--- src/rtl/timer_dev_pkg.sv ---
// -----------------------------------------------------------------------------
// timer_dev_pkg
// Shared definitions for the memory-mapped timer:
//   - register byte offsets within the block and the matching word selects
//   - CTRL field bit positions
//   - MODE codes
//   - FSM state encoding
// -----------------------------------------------------------------------------
package timer_dev_pkg;

    // Register byte offsets relative to BASE_ADDR.
    localparam logic [3:0] OFF_CTRL   = 4'h0;
    localparam logic [3:0] OFF_PRESET = 4'h4;
    localparam logic [3:0] OFF_COUNT  = 4'h8;

    // Word selects (addr[3:2]) that correspond to the offsets above.
    localparam logic [1:0] SEL_CTRL   = OFF_CTRL[3:2];
    localparam logic [1:0] SEL_PRESET = OFF_PRESET[3:2];
    localparam logic [1:0] SEL_COUNT  = OFF_COUNT[3:2];

    // CTRL layout: bit0 EN, bits2:1 MODE, bit3 IM; upper bits read as zero.
    localparam int CTRL_W        = 4;
    localparam int CTRL_EN_BIT   = 0;
    localparam int CTRL_MODE_LSB = 1;
    localparam int CTRL_MODE_MSB = 2;
    localparam int CTRL_IM_BIT   = 3;

    typedef enum logic [1:0] {
        MODE_ONESHOT  = 2'd0,
        MODE_PERIODIC = 2'd1,
        MODE_RSVD2    = 2'd2,
        MODE_RSVD3    = 2'd3
    } mode_t;

    typedef enum logic [1:0] {
        ST_IDLE = 2'd0,
        ST_LOAD = 2'd1,
        ST_CNT  = 2'd2,
        ST_INT  = 2'd3
    } state_t;

endpackage

--- src/rtl/timer_dev.sv ---
// -----------------------------------------------------------------------------
// timer_dev
// Memory-mapped down-counting timer that sits behind the CPU bus bridge next to
// the data memory. Three word registers live at BASE_ADDR:
//   +0 CTRL   (EN, MODE, IM)   read/write
//   +4 PRESET                  read/write
//   +8 COUNT                   read-only
// When enabled the timer loads PRESET, counts down to zero, then raises an
// interrupt flag. One-shot modes clear EN and latch the flag until software
// writes CTRL or PRESET; periodic mode reloads and pulses the flag for a
// single cycle per period.
//
// Build option:
//   TIMER_PERIODIC_EN  defined   -> MODE 1 is periodic
//                      undefined -> MODE 1 behaves as one-shot (bits still
//                                   read back as written)
//
// Ports:
//   clk    in   1   clock, rising edge
//   reset  in   1   asynchronous active-high reset
//   addr   in  32   bridge byte address
//   WE     in   1   bridge write strobe
//   WD     in  32   bridge write data
//   RD     out 32   read data (combinational, zero when not selected)
//   IRQ    out  1   interrupt request = IM & flag
// -----------------------------------------------------------------------------
module timer_dev
    import timer_dev_pkg::*;
#(
    parameter logic [31:0] BASE_ADDR = 32'h00007F00
) (
    input  logic        clk,
    input  logic        reset,
    input  logic [31:0] addr,
    input  logic        WE,
    input  logic [31:0] WD,
    output logic [31:0] RD,
    output logic        IRQ
);

    // ------------------------------------------------------------------
    // Register state
    // ------------------------------------------------------------------
    logic [CTRL_W-1:0] ctrl_reg;
    logic [31:0]       preset_reg;
    logic [31:0]       count_reg;
    logic [31:0]       count_next;
    logic              irq_flag_reg;
    state_t            state_reg;
    state_t            state_next;

    // ------------------------------------------------------------------
    // Address decode
    // ------------------------------------------------------------------
    logic       block_sel;
    logic [1:0] reg_sel;
    logic       wr_ctrl;
    logic       wr_preset;

    // Range compare rather than a mask so the block occupies exactly three
    // words; addr[1:0] is don't-care inside the range.
    assign block_sel = (addr >= BASE_ADDR) && (addr <= (BASE_ADDR + 32'hB));
    assign reg_sel   = addr[3:2];
    assign wr_ctrl   = WE && block_sel && (reg_sel == SEL_CTRL);
    assign wr_preset = WE && block_sel && (reg_sel == SEL_PRESET);

    // ------------------------------------------------------------------
    // CTRL fields
    // ------------------------------------------------------------------
    logic en;
    logic im;
    logic periodic;

    assign en = ctrl_reg[CTRL_EN_BIT];
    assign im = ctrl_reg[CTRL_IM_BIT];

`ifdef TIMER_PERIODIC_EN
    assign periodic = (ctrl_reg[CTRL_MODE_MSB:CTRL_MODE_LSB] == MODE_PERIODIC);
`else
    // Without the periodic option every MODE code runs one-shot.
    assign periodic = 1'b0;
`endif

    // ------------------------------------------------------------------
    // FSM next-state and datapath control
    // ------------------------------------------------------------------
    logic irq_set;
    logic irq_clr_period;
    logic en_clr;

    always_comb begin
        state_next     = state_reg;
        count_next     = count_reg;
        irq_set        = 1'b0;
        irq_clr_period = 1'b0;
        en_clr         = 1'b0;
        case (state_reg)
            ST_IDLE: begin
                if (en) begin
                    state_next = ST_LOAD;
                end
            end
            ST_LOAD: begin
                count_next = preset_reg;
                state_next = ST_CNT;
            end
            ST_CNT: begin
                if (!en) begin
                    state_next = ST_IDLE;
                end else if (count_reg != 32'd0) begin
                    // Decrement only from non-zero so COUNT never wraps.
                    count_next = count_reg - 32'd1;
                end else begin
                    state_next = ST_INT;
                    irq_set    = 1'b1;
                end
            end
            ST_INT: begin
                if (periodic) begin
                    // Dropping the flag on reload gives one high cycle per period.
                    state_next     = ST_LOAD;
                    irq_clr_period = 1'b1;
                end else begin
                    en_clr     = 1'b1;
                    state_next = ST_IDLE;
                end
            end
            default: begin
                state_next = ST_IDLE;
            end
        endcase
    end

    // ------------------------------------------------------------------
    // State registers
    // ------------------------------------------------------------------
    always_ff @(posedge clk or posedge reset) begin
        if (reset) begin
            state_reg    <= ST_IDLE;
            count_reg    <= 32'd0;
            ctrl_reg     <= '0;
            preset_reg   <= 32'd0;
            irq_flag_reg <= 1'b0;
        end else begin
            state_reg <= state_next;
            count_reg <= count_next;

            // A software CTRL write on the same edge as the one-shot EN
            // clear takes precedence: software intent wins.
            if (wr_ctrl) begin
                ctrl_reg <= WD[CTRL_W-1:0];
            end else if (en_clr) begin
                ctrl_reg[CTRL_EN_BIT] <= 1'b0;
            end

            // PRESET only feeds COUNT in LOAD, so a write mid-count is
            // picked up on the next reload.
            if (wr_preset) begin
                preset_reg <= WD;
            end

            // Writing CTRL or PRESET acknowledges a latched interrupt.
            if (irq_set) begin
                irq_flag_reg <= 1'b1;
            end else if (irq_clr_period || wr_ctrl || wr_preset) begin
                irq_flag_reg <= 1'b0;
            end
        end
    end

    // ------------------------------------------------------------------
    // Read mux and interrupt output
    // ------------------------------------------------------------------
    logic [31:0] rd_data;

    always_comb begin
        rd_data = 32'd0;
        if (block_sel) begin
            case (reg_sel)
                SEL_CTRL:   rd_data = {{(32-CTRL_W){1'b0}}, ctrl_reg};
                SEL_PRESET: rd_data = preset_reg;
                SEL_COUNT:  rd_data = count_reg;
                default:    rd_data = 32'd0;
            endcase
        end
    end

    assign RD  = rd_data;
    assign IRQ = im & irq_flag_reg;

endmodule

--- config.mk ---
export PLATFORM = sky130hd
export DESIGN_NAME = timer_dev
export DESIGN_NICKNAME = d
export VERILOG_FILES = /design/src/rtl/timer_dev_pkg.sv /design/src/rtl/timer_dev.sv
export SDC_FILE = /design/constraint.sdc
export NUM_CORES = 1
export LEC_CHECK = 0
export ABC_AREA = 1
export CORE_ASPECT_RATIO = 0.5
export CORE_MARGIN = 2
export CORE_UTILIZATION = 47
export DETAILED_ROUTE_END_ITERATION = 8
export HOLD_SLACK_MARGIN = 0.06
export PLACE_DENSITY = 0.75
export SLEW_MARGIN = 40
export SYNTH_ARGS = -nofsm -noshare
export SYNTH_HDL_FRONTEND = slang
export SYNTH_SLANG_ARGS = --single-unit
export TNS_END_PERCENT = 20
--- constraint.sdc ---
create_clock -name clk -period 2.4 [get_ports clk]
set_clock_uncertainty 0.1 [all_clocks]
set_input_delay 0.6 -clock clk [delete_from_list [all_inputs] [get_ports clk]]
set_output_delay 0.6 -clock clk [all_outputs]
set_load 0.02 [all_outputs]
==> results.cfg, run 1 <==
[run_status]
outcome = finished with violations
violations = negative setup slack

[synthesis]
yosysMostFrequentCell = nand2_1
async_flop_share = 1.00
synthTopCellsByCount = 235 x nand2_1, 89 x inv_1, 78 x nor2_1, 71 x dfrtp_1, 55 x nand3_1
synth_top_area_share = 0.358
synth_nets = 801
syn_area_per_cell_um2 = 6.78
synth_cell_types = 33
netlist_area_um2 = 4970
yosysSeqAreaShare = 0.358
ys_top_cells_by_area = dfrtp_1 36%, nand2_1 18%, inv_1 6.7%
synth_edf_count = 0
synth_cells = 733
synth_warnings = 0
synth-seq-cells = 71
synth_ff_type = dfrtp_1
synth_top_cell_by_area = dfrtp_1

[clock_tree]
htree_levels = 3
tritoncts = built
root_buffer = clkbuf_16
worstSkewPairLatency_ns = 0.34
cts.clk_slew.worst_paths_ns = 0.06
cts_buffer_depth = 2
numCtsBuffers = 9
clock-sinks = 71

[cells_and_area]
nFillCells = 946
multiInputGateArea_um2 = 2890
area_growth_pct = 35.1
finalNetCount = 909
postLayoutCoreUtil = 0.655
final_area_um2 = 6720
post_route_cells_drive_above_1_share = 0.270
register_area_um2 = 1780
diodes = 0

[sta]
min_period_ns = 2.53
worst_pin_slew_ns = 0.496
fin_crit_sh = 1.05
slew_headroom = 0.669
hold_violations = 0
rsz0062_at_grt = true
fmax_ghz = 0.396
setup_ws_ns = -0.126
maxSlewViolCount = 0
setup_viol = 32
fin_setup_tns_ns = -3.08

[pwr]
p_int_mw = 2.10
p_clk_frac = 0.493
irDropWorstVdd_v = 0.000305
p_sw_uw = 634
combPwrFrac = 0.069
power_frac_seq = 0.437
p_total_mw = 2.74
switching_share = 0.232
p_leak_nw = 3.41
pwr_density_cell_nw_per_um2 = 408

[detailed_routing]
postRouteAntennaNets = 0
viasPerCell = 5.27
drt-initial-drc-count = 474
dr.pass1.iters = 5
num_vias = 5197
wl_per_cell_um = 15.1
wirelength_um = 14900
drc = 0

[floorplanning]
io_pins = 100
die_area_um2 = 11500
die_h_um = 76.7
die_x_um = 149
rows = 26
initial_core_util = 0.485
coreArea_um2 = 10200

[grt]
antenna_found_initial = 0
track_usage = 0.270
grt-ovfl-total = 0
grt_max_degree = 72
grt_pass1_wl_um = 24400
grt_pass1_vias = 4885

[setup_path]
startpoint_type = input port
worstPathMaxFanout = 6
worstPathArrival_ns = 1.83
critical_path_class = in2out
critical_path_required_ns = 1.70
cp-end-kind = output port

[place]
gp_routability_congestion = 0.919
place_area_um2 = 6180
dp_slack_ns = -0.933
numPortBuffers = 99
dpl.hpwl_um = 9910

[job]
maxCapViolations = 0

[hold_path]
hold_class = reg2reg
-- power by group through the flow --
stage	clock, mW	combinational, mW	sequential [mW]
floorplan	0	0.0574	1.22
global placement	0	0.196	1.22
detailed placement	0	0.199	1.22
CTS	1.37	0.182	1.20
global route	1.44	0.210	1.20
finish	1.35	0.190	1.20
-- logic make-up after synthesis --
family	synth area share
adders and majority gates	0.00252
buffers and inverters	0.108
xor gates and xnor gates	0.00705
AOI/OAI and AO/OA	0.135
DFF	0.358
and+or+nand+nor	0.391
-- what timing repair did --
action / 4_1_cts / 5_1_grt
gates resized for setup: 290 / 49
setup buffers: 0 / 1
hold buffers: 0 / 0
cloned: 2 / 1
setup endpoints to repair: 32 / 32
pin swaps: 15 / 17
-- metal layers --
metal | up-vias | track usage | share of wire
met4 | 0 | 0.0600 | 0.011
met1 | 2418 | 0.396 | 0.48
li1 | 2540 | - | -
met3 | 21 | 0.0685 | 0.077
met2 | 218 | 0.399 | 0.43
met5 | - | 0 | 0
-- layout make-up --
cell class / count / share of cell area
Multi-Input combinational cell: 542 / 0.430
Tap cell: 140 / 0.0261
Timing Repair Buffer: 127 / 0.184
Inverter: 90 / 0.0509
Sequential cell: 71 / 0.265
Clock buffer: 9 / 0.0335
Clock inverter: 7 / 0.0110
-- placed cells by master, fill, tap and decap left out, drive strengths merged, types with 3 or more instances in the layout --
master         instances
a21oi                 31
buf                   83
clkinvlp               5
clkdlybuf4s50         35
nand3                 63
clkdlybuf4s15          3
dfrtp                 71
xor2                   3
nand4                 13
clkbuf                13
a221oi                 3
o21ai                 63
a31oi                  6
nand2                249
or2                   14
inv                   89
nor2                  91
-- worst paths after layout --
| check | start | to | slack, ns | cells after the start |
|---|---|---|---|---|
| max | addr[4] | RD[3] | -0.13 | 8 |
| min | state_reg[1]$_DFFE_PP0P_ | state_reg[0]$_DFFE_PP0P_ | 0.38 | 1 |
| max reg2reg | count_reg[19]$_DFFE_PP0P_ | count_reg[24]$_DFFE_PP0P_ | 0.34 | 9 |
| min reg2reg | state_reg[1]$_DFFE_PP0P_ | state_reg[0]$_DFFE_PP0P_ | 0.38 | 1 |
| max in group asynchronous | reset | count_reg[9]$_DFFE_PP0P_ | 1.25 | 3 |
| min in group asynchronous | reset | preset_reg[26]$_DFFE_PP0P_ | 0.63 | 3 |
-- critical path, cell delays in order --
cell and delay [ns]:
buf_2 0.10, inv_1 0.05, nand4_1 0.15, nor3_4 0.30, nand2_8 0.15, buf_12 0.18, a31oi_4 0.16, buf_6 0.14
-- stage by stage --
step / hold WS (ns) / std cells
floorplan: 0.351 / 733
detailed placement: 0.375 / 966
CTS: 0.384 / 984
global route: 0.391 / 986
finish: 0.381 / 986
global placement: 0.367 / 966
Power figures use the tool's default switching activity.
==> run 2: changes to the inputs <==
--- a/config.mk
+++ b/config.mk
@@ -7,7 +7,7 @@
 export LEC_CHECK = 0
 export ABC_AREA = 1
 export CORE_ASPECT_RATIO = 0.5
-export CORE_MARGIN = 2
+export CORE_MARGIN = 1.5
 export CORE_UTILIZATION = 47
 export DETAILED_ROUTE_END_ITERATION = 8
 export HOLD_SLACK_MARGIN = 0.06
==> run 2 against run 1 <==
Compared with the run above:
- the flow still finishes with violations (negative setup slack)
- critical path depth increased by 2
- core utilization is 0.46 points higher
- cell count fell by 0.20%
- power barely moved
- global-route usage shrank 0.57 points
- combinational power grew 5%
- hold slack improved by 0.011 ns
- critical endpoint is now RD[27]
- largest cell class unchanged
- largest power group unchanged
- highest routed layer unchanged
==> results.cfg, run 2 (synthesis gave the netlist of run 1 again) <==
[grt]
grt_max_degree = 66
grt-ovfl-total = 0
track_usage = 0.264
grt_pass1_wl_um = 22800
antenna_found_initial = 0
grt_pass1_vias = 4488

[hold_path]
hold_depth = 1
min_to = state_reg[0]$_DFFE_PP0P_
hold_class = reg2reg
hp-start = state_reg[1]$_DFFE_PP0P_

[cells_and_area]
diodes = 0
final_cells = 984
postLayoutCoreUtil = 0.660
finalNetCount = 907
mostFrequentLayoutCells = 234 x nand2_1, 86 x inv_1, 71 x dfrtp_1
nFillCells = 940
post_route_cells_drive_above_1_share = 0.262
final_common_cell = nand2_1
area_growth_pct = 36.1
final_area_um2 = 6760

[setup_path]
cp-end-kind = output port
critical_path_required_ns = 1.70
startpoint = addr[16]
critical_path_class = in2out
r2r_end = count_reg[13]$_DFFE_PP0P_
startpoint_type = input port
worstPathArrival_ns = 1.82
rrSetupSlack_ns = 0.19
reg2reg_from = count_reg[0]$_DFFE_PP0P_
rr_worst_depth = 9
worstPathMaxFanout = 6

[floorplanning]
rows = 26
die_x_um = 148
die_area_um2 = 11200
initial_core_util = 0.485
io_pins = 100
coreArea_um2 = 10200
die_h_um = 75.7

[detailed_routing]
wl_per_cell_um = 14.9
viasPerCell = 5.24
wirelength_um = 14700
postRouteAntennaNets = 0
num_vias = 5154
drt-initial-drc-count = 331
dr.pass1.iters = 5
drc = 0

[run_status]
violations = negative setup slack
outcome = finished with violations

[pwr]
p_leak_nw = 3.43
switching_share = 0.218
p_int_mw = 2.14
p_clk_frac = 0.490
pwr_density_cell_nw_per_um2 = 405
p_sw_uw = 598
power_frac_seq = 0.437
irDropWorstVdd_v = 0.000274
combPwrFrac = 0.073

[sta]
setup_viol = 32
worst_pin_slew_ns = 0.621
setup_ws_ns = -0.121
slew_headroom = 0.586
fin_crit_sh = 1.05
min_period_ns = 2.52
maxSlewViolCount = 0
hold_ws_ns = 0.392
hold_violations = 0
rsz0062_at_grt = true
fmax_ghz = 0.397

[place]
gp_routability_congestion = 0.875
placedCellCount = 963
place_area_um2 = 6170
numPortBuffers = 99
dpl.hpwl_um = 9860

[clock_tree]
cts.clk_slew.worst_paths_ns = 0.06
numCtsBuffers = 9
tritoncts = built
htree_levels = 3
root_buffer = clkbuf_16
cts_buffer_depth = 2
clock-sinks = 71
worstSkewPairLatency_ns = 0.34

[job]
maxCapViolations = 0
## run 2: changes by cell type in the layout (fill, tap and decap cells not counted), moves of 3 or more
cell | before | now
buf_4 | 36 | 29
buf_2 | 14 | 9
nor2_2 | 18 | 13
buf_6 | 25 | 29
clkdlybuf4s15_1 | 3 | 7
a21oi_1 | 6 | 3
a21oi_4 | 8 | 11
clkbuf_1 | 0 | 3
clkinvlp_4 | 5 | 2
nor2_4 | 5 | 8
## run 2: worst max-delay path, stage by stage
cell and delay [ns]:
buf_6 0.09, nor2_1 0.10, nand2_1 0.06, nor2_1 0.09
nand2_1 0.10, nor2_4 0.15, nand2_4 0.14, buf_8 0.19
a21oi_2 0.13, buf_4 0.17
## run 2: layout make-up
cell class | instances | area, um2 | share of cell area
clock buffers | 13 | 250 | 0.0370
clock inverters | 3 | 42.5 | 0.00629
inverters | 90 | 342 | 0.0505
multi-input cells | 542 | 2930 | 0.433
flip-flops and latches | 71 | 1780 | 0.263
well taps | 140 | 175 | 0.0259
repair buffers | 125 | 1250 | 0.184
## run 2: worst max path at each step
stage / to / slack (ns) / cells after the start
after floorplan: RD[24] / 0.004 / 8
after global placement: RD[26] / -0.89 / 9
after detailed placement: RD[6] / -0.88 / 9
after CTS: RD[13] / -0.18 / 11
after global routing: RD[27] / -0.19 / 10
final: RD[27] / -0.12 / 10
## run 2: what timing repair did
action                                  in CTS  in global routing
endpoints found under the setup margin      32                 32
gates cloned                                 2                  1
hold buffers                                 0                  0
hold endpoints to repair                     0                  0
pin swaps                                    4                 10
setup buffers                                2                  3
gates resized for setup                    283                 66
## run 2: per-layer routing
layer  share of wire  vias to the layer above  global-route usage
met5               0                        -                   0
met1            0.46                     2370               0.385
met3           0.083                       24              0.0581
met4           0.014                        0              0.0682
li1                -                     2534                   -
met2            0.44                      226               0.401
## run 2: per-stage QoR
stage	power (mW)	setup WS, ns	setup TNS, ns
after floorplan	1.28	0.00391	0
after global placement	1.42	-0.888	-26.80
after detailed placement	1.43	-0.877	-28.13
after CTS	2.74	-0.184	-3.14
after global routing	2.81	-0.195	-4.98
final	2.74	-0.121	-2.60
## run 2: power groups by stage
stage | clock network (mW) | logic, mW | registers [mW]
finish | 1.34 | 0.200 | 1.20
global route | 1.40 | 0.221 | 1.20
CTS | 1.35 | 0.197 | 1.20
detailed placement | 0 | 0.208 | 1.22
global placement | 0 | 0.204 | 1.22
floorplan | 0 | 0.0574 | 1.22
